$ cat src/rtl/td4_run_ctrl_if.sv
// td4_run_ctrl_if: host command, program-load, breakpoint and CPU/memory control bundle
interface td4_run_ctrl_if #(
  parameter int AW = 4,
  parameter int DW = 8
);
  logic          cmd_valid;
  logic [1:0]    cmd_op;
  logic          cmd_ready;
  logic          ld_valid;
  logic [DW-1:0] ld_data;
  logic          ld_ready;
  logic [AW-1:0] pc;
  logic          bp_en;
  logic [AW-1:0] bp_addr;
  logic          cpu_ce;
  logic          cpu_rst;
  logic          mem_we;
  logic [AW-1:0] mem_waddr;
  logic [DW-1:0] mem_wdata;
  logic [2:0]    st;
  logic          bp_hit;
  modport master (
    output cmd_valid, cmd_op, ld_valid, ld_data, pc, bp_en, bp_addr,
    input  cmd_ready, ld_ready, cpu_ce, cpu_rst, mem_we, mem_waddr, mem_wdata, st, bp_hit
  );
  modport slave (
    input  cmd_valid, cmd_op, ld_valid, ld_data, pc, bp_en, bp_addr,
    output cmd_ready, ld_ready, cpu_ce, cpu_rst, mem_we, mem_waddr, mem_wdata, st, bp_hit
  );
endinterface

$ cat src/rtl/td4_run_ctrl.sv
// td4_run_ctrl: run/step/halt sequencer, program loader and PC breakpoint for the TD4 core
module td4_run_ctrl #(
  parameter int AW      = 4,
  parameter int DW      = 8,
  parameter int RUN_DIV = 1
) (
  input logic           clk,
  input logic           reset,
  td4_run_ctrl_if.slave bus
);
  localparam int CW = RUN_DIV > 1 ? $clog2(RUN_DIV) : 1;
  localparam logic [2:0] S_HALT = 3'd0, S_RUN = 3'd1, S_STEP = 3'd2, S_LOAD = 3'd3, S_CRST = 3'd4;
  localparam logic [1:0] OP_RUN = 2'd0, OP_HALT = 2'd2, OP_LOAD = 2'd3;
  logic [2:0]    st_q, st_d;
  logic [CW-1:0] div_q, div_d;
  logic [AW-1:0] idx_q, idx_d, waddr_q, waddr_d;
  logic [DW-1:0] wdata_q, wdata_d;
  logic          ce_q, ce_d, rst_q, rst_d, we_q, we_d, hit_q, hit_d, first_q, first_d;
  logic          rdy, cmd_acc, ld_acc, bp_stop, div_wrap;
  assign rdy      = st_q == S_HALT || st_q == S_RUN || st_q == S_STEP;
  assign cmd_acc  = bus.cmd_valid & rdy;
  assign ld_acc   = bus.ld_valid & (st_q == S_LOAD);
  assign div_wrap = div_q == CW'(RUN_DIV - 1);
  // the breakpoint must see the PC of the very cycle a pulse is due, so it gates the registered pulse
  assign bp_stop  = (st_q == S_RUN) & ce_q & ~first_q & bus.bp_en & (bus.pc == bus.bp_addr);
  always_ff @(posedge clk) begin
    if (reset) begin
      st_q    <= S_HALT;
      div_q   <= '0;
      idx_q   <= '0;
      waddr_q <= '0;
      wdata_q <= '0;
      ce_q    <= 1'b0;
      rst_q   <= 1'b1;
      we_q    <= 1'b0;
      hit_q   <= 1'b0;
      first_q <= 1'b0;
    end else begin
      st_q    <= st_d;
      div_q   <= div_d;
      idx_q   <= idx_d;
      waddr_q <= waddr_d;
      wdata_q <= wdata_d;
      ce_q    <= ce_d;
      rst_q   <= rst_d;
      we_q    <= we_d;
      hit_q   <= hit_d;
      first_q <= first_d;
    end
  end
  always_comb begin
    st_d = S_RUN;
    if (bp_stop) st_d = S_HALT;
    else if (cmd_acc && bus.cmd_op == OP_LOAD) st_d = S_LOAD;
    else if (cmd_acc && bus.cmd_op == OP_HALT) st_d = S_HALT;
    else if (cmd_acc && st_q == S_HALT) st_d = bus.cmd_op == OP_RUN ? S_RUN : S_STEP;
    else if (st_q == S_LOAD) st_d = ld_acc && &idx_q ? S_CRST : S_LOAD;
    else if (st_q != S_RUN) st_d = S_HALT;
  end
  always_comb begin
    div_d   = (st_d == S_RUN && st_q == S_RUN && !div_wrap) ? div_q + CW'(1) : '0;
    ce_d    = st_d == S_STEP || (st_d == S_RUN && div_d == CW'(RUN_DIV - 1));
    rst_d   = st_d == S_LOAD || st_d == S_CRST;
    first_d = st_d == S_RUN && (st_q != S_RUN || (first_q && !ce_q));
    hit_d   = bp_stop | (hit_q & ~(st_d == S_RUN && st_q != S_RUN));
    we_d    = ld_acc;
    waddr_d = ld_acc ? idx_q : (st_d == S_LOAD && st_q != S_LOAD) ? '0 : waddr_q;
    wdata_d = ld_acc ? bus.ld_data : wdata_q;
    idx_d   = st_q != S_LOAD ? '0 : idx_q + AW'(ld_acc);
  end
  assign bus.cmd_ready = rdy;
  assign bus.ld_ready  = st_q == S_LOAD;
  assign bus.cpu_ce    = ce_q & ~bp_stop;
  assign bus.cpu_rst   = rst_q;
  assign bus.mem_we    = we_q;
  assign bus.mem_waddr = waddr_q;
  assign bus.mem_wdata = wdata_q;
  assign bus.st        = st_q;
  assign bus.bp_hit    = hit_q;
endmodule

$ cat src/flat_wrapper.sv
// flat-port wrapper written by rule: the top's interface ports become plain ports
module td4_run_ctrl_flat 
#(
  parameter int AW      = 4,
  parameter int DW      = 8,
  parameter int RUN_DIV = 1
)
  (clk, reset, bus_cmd_valid, bus_cmd_op, bus_ld_valid, bus_ld_data, bus_pc, bus_bp_en, bus_bp_addr, bus_cmd_ready, bus_ld_ready, bus_cpu_ce, bus_cpu_rst, bus_mem_we, bus_mem_waddr, bus_mem_wdata, bus_st, bus_bp_hit);
  td4_run_ctrl_if #(.AW(AW), .DW(DW)) bus_i ();
  input logic clk;
  input logic reset;
  input wire logic [$bits(bus_i.cmd_valid)-1:0] bus_cmd_valid;
  input wire logic [$bits(bus_i.cmd_op)-1:0] bus_cmd_op;
  input wire logic [$bits(bus_i.ld_valid)-1:0] bus_ld_valid;
  input wire logic [$bits(bus_i.ld_data)-1:0] bus_ld_data;
  input wire logic [$bits(bus_i.pc)-1:0] bus_pc;
  input wire logic [$bits(bus_i.bp_en)-1:0] bus_bp_en;
  input wire logic [$bits(bus_i.bp_addr)-1:0] bus_bp_addr;
  output wire logic [$bits(bus_i.cmd_ready)-1:0] bus_cmd_ready;
  output wire logic [$bits(bus_i.ld_ready)-1:0] bus_ld_ready;
  output wire logic [$bits(bus_i.cpu_ce)-1:0] bus_cpu_ce;
  output wire logic [$bits(bus_i.cpu_rst)-1:0] bus_cpu_rst;
  output wire logic [$bits(bus_i.mem_we)-1:0] bus_mem_we;
  output wire logic [$bits(bus_i.mem_waddr)-1:0] bus_mem_waddr;
  output wire logic [$bits(bus_i.mem_wdata)-1:0] bus_mem_wdata;
  output wire logic [$bits(bus_i.st)-1:0] bus_st;
  output wire logic [$bits(bus_i.bp_hit)-1:0] bus_bp_hit;
  assign bus_i.cmd_valid = bus_cmd_valid;
  assign bus_i.cmd_op = bus_cmd_op;
  assign bus_i.ld_valid = bus_ld_valid;
  assign bus_i.ld_data = bus_ld_data;
  assign bus_i.pc = bus_pc;
  assign bus_i.bp_en = bus_bp_en;
  assign bus_i.bp_addr = bus_bp_addr;
  assign bus_cmd_ready = bus_i.cmd_ready;
  assign bus_ld_ready = bus_i.ld_ready;
  assign bus_cpu_ce = bus_i.cpu_ce;
  assign bus_cpu_rst = bus_i.cpu_rst;
  assign bus_mem_we = bus_i.mem_we;
  assign bus_mem_waddr = bus_i.mem_waddr;
  assign bus_mem_wdata = bus_i.mem_wdata;
  assign bus_st = bus_i.st;
  assign bus_bp_hit = bus_i.bp_hit;
  td4_run_ctrl #(.AW(AW), .DW(DW), .RUN_DIV(RUN_DIV)) u_core (.clk(clk), .reset(reset), .bus(bus_i));
endmodule
$ cat config.mk
export PLATFORM = sky130hd
export DESIGN_NAME = td4_run_ctrl_flat
export DESIGN_NICKNAME = d
export VERILOG_FILES = /design/src/rtl/td4_run_ctrl_if.sv /design/src/rtl/td4_run_ctrl.sv /design/src/flat_wrapper.sv
export SDC_FILE = /design/constraint.sdc
export NUM_CORES = 1
export LEC_CHECK = 0
export CORE_AREA = 8 8 61 63
export DETAILED_ROUTE_END_ITERATION = 12
export DIE_AREA = 0 0 69 71
export GPL_TIMING_DRIVEN = 0
export HOLD_SLACK_MARGIN = 0.15
export PLACE_DENSITY = 0.75
export SYNTH_ARGS = -nofsm -noshare
export SYNTH_HDL_FRONTEND = slang
export SYNTH_SLANG_ARGS = --single-unit
$ cat constraint.sdc
create_clock -name clk -period 2.3 [get_ports clk]
set_input_delay 0.345 -clock clk [delete_from_list [all_inputs] [get_ports clk]]
set_output_delay 0.345 -clock clk [all_outputs]
set_load 0.02 [all_outputs]
Yosys cells after proc, flatten, opt, wreduce, memory -nomap -nowiden
Index checks and enable logic that the tools add are counted.
- output and inout bits: 21
- flip-flop bits (word level): 25
- input bits: 23
- bitwise operators: 13
- reductions and logical operators: 22
- add/sub/neg operators: 2
- muxes and demuxes: 11
- eq/ne operators: 12
- operators with widths (cell ; number):
    3-bit two-way mux ; 6
    3-bit by 2-bit equality test with 1-bit output (second input constant) ; 4
    1-bit logical AND ; 11
    1-bit bitwise AND ; 8
    4-bit two-way mux ; 2
    3-bit by 1-bit equality test with 1-bit output (second input constant) ; 2
    1-bit logical OR ; 5
    4-bit by 1-bit adder with 4-bit output ; 1
    2-bit equality test (second input constant) ; 2
    4-bit equality test ; 1
    1-bit inverter ; 4
    4-bit AND reduction ; 1
    3-bit equality test (second input constant) ; 1
    3-bit zero test ; 1
    3-bit by 1-bit != test with 1-bit output (second input constant) ; 1
    3-bit by 2-bit != test with 1-bit output (second input constant) ; 1
    2-bit zero test ; 1
    1-bit two-way mux ; 2
    2-bit two-way mux ; 1
    2-bit nonzero test ; 1
    2-bit OR reduction ; 1
    1-bit adder (second input constant) ; 1
    1-bit zero test ; 1
    1-bit bitwise OR ; 1

Logic depth before layout (Yosys ltp)
- depth in word-level cells: 16
- depth in mapped cells: 9

Worst setup path after synthesis
No wires, ideal clock.
- kind: register to register
- from: register u_core.st_q[2], in the netlist u_core.bus.st[2]
- to: register u_core.idx_q[2]
- slack: 0.365 ns
- cell stages (with the launch flop): 9
- arrival time: 1.843 ns
- path through: dfxtp_1 buf_2 nand4b_1 clkinv_1 buf_1 ha_1 ha_1 xnor2_1 nor4_1
- longest elaborated chain between the ends: 3
- elaborated cells between the ends (all ways): 5
- those cells by class: 1 x add/sub; 2 x eq/ne; 1 x bitwise; 1 x reduce/logical
- ends and longest elaborated chain (what ; line ; RTL):
    start, declared ; td4_run_ctrl.sv:14 ; logic [2:0] st_q, st_d;
    start signal, assigned ; td4_run_ctrl.sv:39 ; st_q <= st_d;
    3-bit by 2-bit equality test with 1-bit output ; td4_run_ctrl.sv:22 ; assign ld_acc = bus.ld_valid & (st_q == S_LOAD);
    1-bit bitwise AND ; td4_run_ctrl.sv:22 ;
    named net u_core.ld_acc ; td4_run_ctrl.sv:19 ; logic rdy, cmd_acc, ld_acc, bp_stop, div_wrap;
    4-bit by 1-bit adder with 4-bit output ; td4_run_ctrl.sv:69 ; idx_d = st_q != S_LOAD ? '0 : idx_q + AW'(ld_acc);
    end signal, assigned ; td4_run_ctrl.sv:41 ; idx_q <= idx_d;
    end, declared ; td4_run_ctrl.sv:16 ; logic [AW-1:0] idx_q, idx_d, waddr_q, waddr_d;
The timed path passes the listed nets, and every way through them passes these cells.
A chain may end at the register's enable or synchronous reset.

Final worst setup path
- from: register u_core.st_q[0], in the netlist u_core.bus.st[0]
- to: output port bus_cpu_ce
- longest elaborated chain between the ends: 7
- ends and longest elaborated chain (what ; line ; RTL):
    3-bit by 1-bit equality test with 1-bit output ; td4_run_ctrl.sv:25 ; assign bp_stop = (st_q == S_RUN) & ce_q & ~first_q & bus.bp_en & (bus.pc == bus.bp_addr);
    1-bit bitwise AND (4 in series) ; td4_run_ctrl.sv:25 ;
    1-bit inverter ; td4_run_ctrl.sv:73 ; assign bus.cpu_ce = ce_q & ~bp_stop;
    1-bit bitwise AND ; td4_run_ctrl.sv:73 ;
    end, declared ; flat_wrapper.sv:21 ; output wire logic [$bits(bus_i.cpu_ce)-1:0] bus_cpu_ce;
No other way between the ends.

==> metrics <==
Post-Route WL roughly 3200 µm; Antenna Nets Post-Route 0; GRT Total Usage 12.1%; Setup crit end kind output port; final net count 201; RR Endpoint u_core.idx_q[2]$_SDFF_PP0_; flop2flop setup slack 0.20 ns; Hold-fix buffers, CTS 0; Clock Sinks 24; Worst Tran Pin Value 0.460 ns; Mapped Area 1100 µm²; final period utilization between 90% and 100%; syn nets 152; clk_skew 0.00539 ns; Worst-Skew Late Latency approximately 0.32 ns; min-delay worst type flop to flop; WHS Endpoint u_core.bus.mem_wdata[1]$_SDFFE_PP0N_; Power Density 541 nW/µm²; share of layout cells above drive strength 1 6.86%; FMAX ~0.46 GHz; startpoint types flop; core box area approximately 2900 µm²; initial core utilization 38.6%; Iter 0 DRT Violations 28; Layout fillers 282; top-area cell type share of the netlist area around 44%; status finished, final reports clean; Die X 69 µm; post-synthesis sequential area ratio between 40% and 50%; largest net degree at the start of global routing 15; I/O pin count 44; first-pass GRT wire length 5100 µm; Mean Syn Cell Area 8.66 µm²; worst-path cell chain buf_4, or3b_4, nor4_4, nand2_2, and2_1, clkbuf_2; placed wire-length estimate 2430 µm; drt pass-1 iters 4; critical path class flop to output port; Netlist cell types 37; Setup TNS 0 ns; min-delay src u_core.bus.mem_wdata[1]$_SDFFE_PP0N_; CTS root buffer clkbuf_4; Max Slew Vio Count 0; vias per cell 5.29; final core utilization 57.1%; number of I/O port buffers 43; Reg clk slew, reported paths 0.14 ns; total congestion overflow 0; Synth area leaders dfxtp_1 (44%), nand2_1 (8.2%), a21oi_1 (5.5%); detailed-route via count between 1,000 and 1,500; drt wl/cell around 15 µm; Pwr Total 0.880 mW; Post-Syn Instances 127; initial antenna violation count 0; CP max FO 9; peak supply drop 0.000330 V; Crit path largest cell delay roughly 0.4 ns; Critical Path RT 1.96 ns; Clock Tree Buf Depth 2; CP max stage cell or3b_4; R2R cell count 8; CTS tree built; worst r2r src u_core.bus.st[2]$_SDFF_PP0_; Layout area overhead 48.0%; final worst path period need 2.15 ns; n_diodes 0; vias in the first global route 1,118; WP data arrival 1.81 ns; CTS buffer count 3; unrepaired setup endpoints after global routing no; FP Rows 20; number of warnings issued by yosys 0; Final Hold Fails 0; Leak between 0.5 and 0.6 nW; largest area contributor in the netlist dfxtp_1; Max-Cap Viols 0; Setup Viol. Count Final 0; CTS H-tree lvls 1; routability cong. 0.850; drc violations 0; Die H 71 µm; hold path depth 2; relative slew slack between 60 and 70%; die area 4900 µm²; count of state elements after synthesis 24
-- critical path: cells and delay by family (launching register included) --
family | cells | cell delay (ns)
AND/OR/NAND/NOR | 4 | 0.83
flip-flops | 1 | 0.35
buffers and inverters | 2 | 0.30
-- how the worst max path moves through the flow --
stage | end | depth (start not counted) | from | slack (ns)
3_3_place_gp | bus_cpu_ce | 6 | bus_bp_addr[0] | -0.14
2_1_floorplan | u_core.idx_q[2]$_SDFF_PP0_ | 8 | u_core.bus.st[2]$_SDFF_PP0_ | 0.37
6_report | bus_cpu_ce | 6 | u_core.bus.st[0]$_SDFF_PP0_ | 0.15
3_5_place_dp | bus_cpu_ce | 6 | bus_bp_addr[0] | -0.18
5_1_grt | u_core.idx_q[2]$_SDFF_PP0_ | 8 | u_core.bus.st[2]$_SDFF_PP0_ | 0.03
4_1_cts | bus_cpu_ce | 6 | u_core.bus.st[0]$_SDFF_PP0_ | 0.001
-- cell families (layout without fill, tap and decap cells) --
| family | after synthesis | in the layout | synth area share (%) |
|---|---|---|---|
| xor gates and xnor gates | 7 | 7 | 5.57 |
| DFF | 24 | 24 | 43.7 |
| and+or+nand+nor | 60 | 60 | 30.0 |
| buffers and inverters | 8 | 56 | 3.19 |
| AOI/OAI and AO/OA | 26 | 26 | 15.2 |
| adders and majority gates | 2 | 2 | 2.27 |
-- state kept, by name (all words and copies together) (netlist names) --
name,count
u_core.bus.bp_hit,1
u_core.bus.cpu_rst,1
u_core.bus.mem_waddr,4
u_core.bus.mem_wdata,8
u_core.bus.mem_we,1
u_core.bus.st,3
u_core.ce_q,1
u_core.first_q,1
u_core.idx_q,4
-- Yosys cell counts --
| cell type | count |
|---|---|
| dfxtp_1 | 24 |
| nand2_1 | 24 |
| a21oi_1 | 12 |
| nor2_1 | 5 |
| and2_1 | 4 |
| nor3_1 | 4 |
| nor3b_1 | 4 |
| xor2_1 | 4 |
| a22o_1 | 3 |
| nand3_1 | 3 |
| nor2b_1 | 3 |
| o21ai_0 | 3 |
| xnor2_1 | 3 |
| a211oi_1 | 2 |
| and3b_1 | 2 |
| buf_1 | 2 |
| clkbuf_1 | 2 |
| ha_1 | 2 |
| nand4_1 | 2 |
| nor4_1 | 2 |
| a2111o_1 | 1 |
| a211o_1 | 1 |
| a21boi_0 | 1 |
| and4_1 | 1 |
| buf_2 | 1 |
| buf_4 | 1 |
| clkinv_1 | 1 |
| inv_1 | 1 |
| nand2_2 | 1 |
| nand2b_1 | 1 |
| nand3b_1 | 1 |
| nand4b_1 | 1 |
| nor4_4 | 1 |
| o211ai_1 | 1 |
| o21ai_1 | 1 |
| o41a_1 | 1 |
| or3b_4 | 1 |
-- cells in the final DEF (no fill, tap or decap), types with 2 or more instances in the layout --
cell type,synthesis,final
nand2_1,24,24
a22o_1,3,3
nand3_1,3,3
nor3_1,4,4
xor2_1,4,4
clkdlybuf4s50_1,0,42
clkbuf_2,0,2
xnor2_1,3,3
ha_1,2,2
a21oi_1,12,12
nor2_1,5,5
nor3b_1,4,4
clkbuf_1,2,2
and3b_1,2,2
nor2b_1,3,3
dfxtp_1,24,24
a211oi_1,2,2
nand4_1,2,2
nor4_1,2,2
clkbuf_4,0,3
and2_1,4,4
o21ai_0,3,3
buf_4,1,2
-- routing by layer --
metal  vias up  wire length (µm)  global-route usage [%]  part of all wire [%]
met5         -                 0                       0                     0
met4         0                29                    3.64                  0.91
met3         4               151                    2.94                   4.7
met2        34              1580                    22.2                    50
met1       519              1420                    13.3                    45
li1        543                 -                       -                     -
-- area by class of cell --
class / count / area (µm²) / share of cell area, %
multi-input cells: 95 / 584 / 35.9
flip-flops and latches: 24 / 480 / 29.5
repair buffers: 44 / 433 / 26.6
well taps: 33 / 41.3 / 2.54
clock inverters: 1 / 30.0 / 1.84
plain buffers: 6 / 28.8 / 1.77
clock buffers: 3 / 22.5 / 1.38
inverters: 2 / 7.51 / 0.461
-- metrics by stage --
stage	instance area (µm²)	setup WS, ns	std cells	hold WS, ns
global placement	1570	-0.145	203	0.443
CTS	1630	0.00138	208	0.466
global route	1630	0.0257	208	0.482
finish	1630	0.149	208	0.465
floorplan	1100	0.365	127	0.481
detailed placement	1570	-0.183	203	0.447
-- report_power, final --
part / leakage (nW) / switching [mW] / total (mW) / internal (mW)
Sequential: 0.195 / 0.00666 / 0.432 / 0.425
Combinational: 0.375 / 0.0679 / 0.140 / 0.0718
Clock: 0.0279 / 0.132 / 0.308 / 0.176
Total: 0.598 / 0.207 / 0.880 / 0.673
-- repair_timing --
item                                    in CTS  in global routing
pin swaps                                    1                  0
setup buffers                                1                  0
endpoints found under the setup margin       1                  3
gates resized for setup                      2                  2
Power figures use the tool's default switching activity.
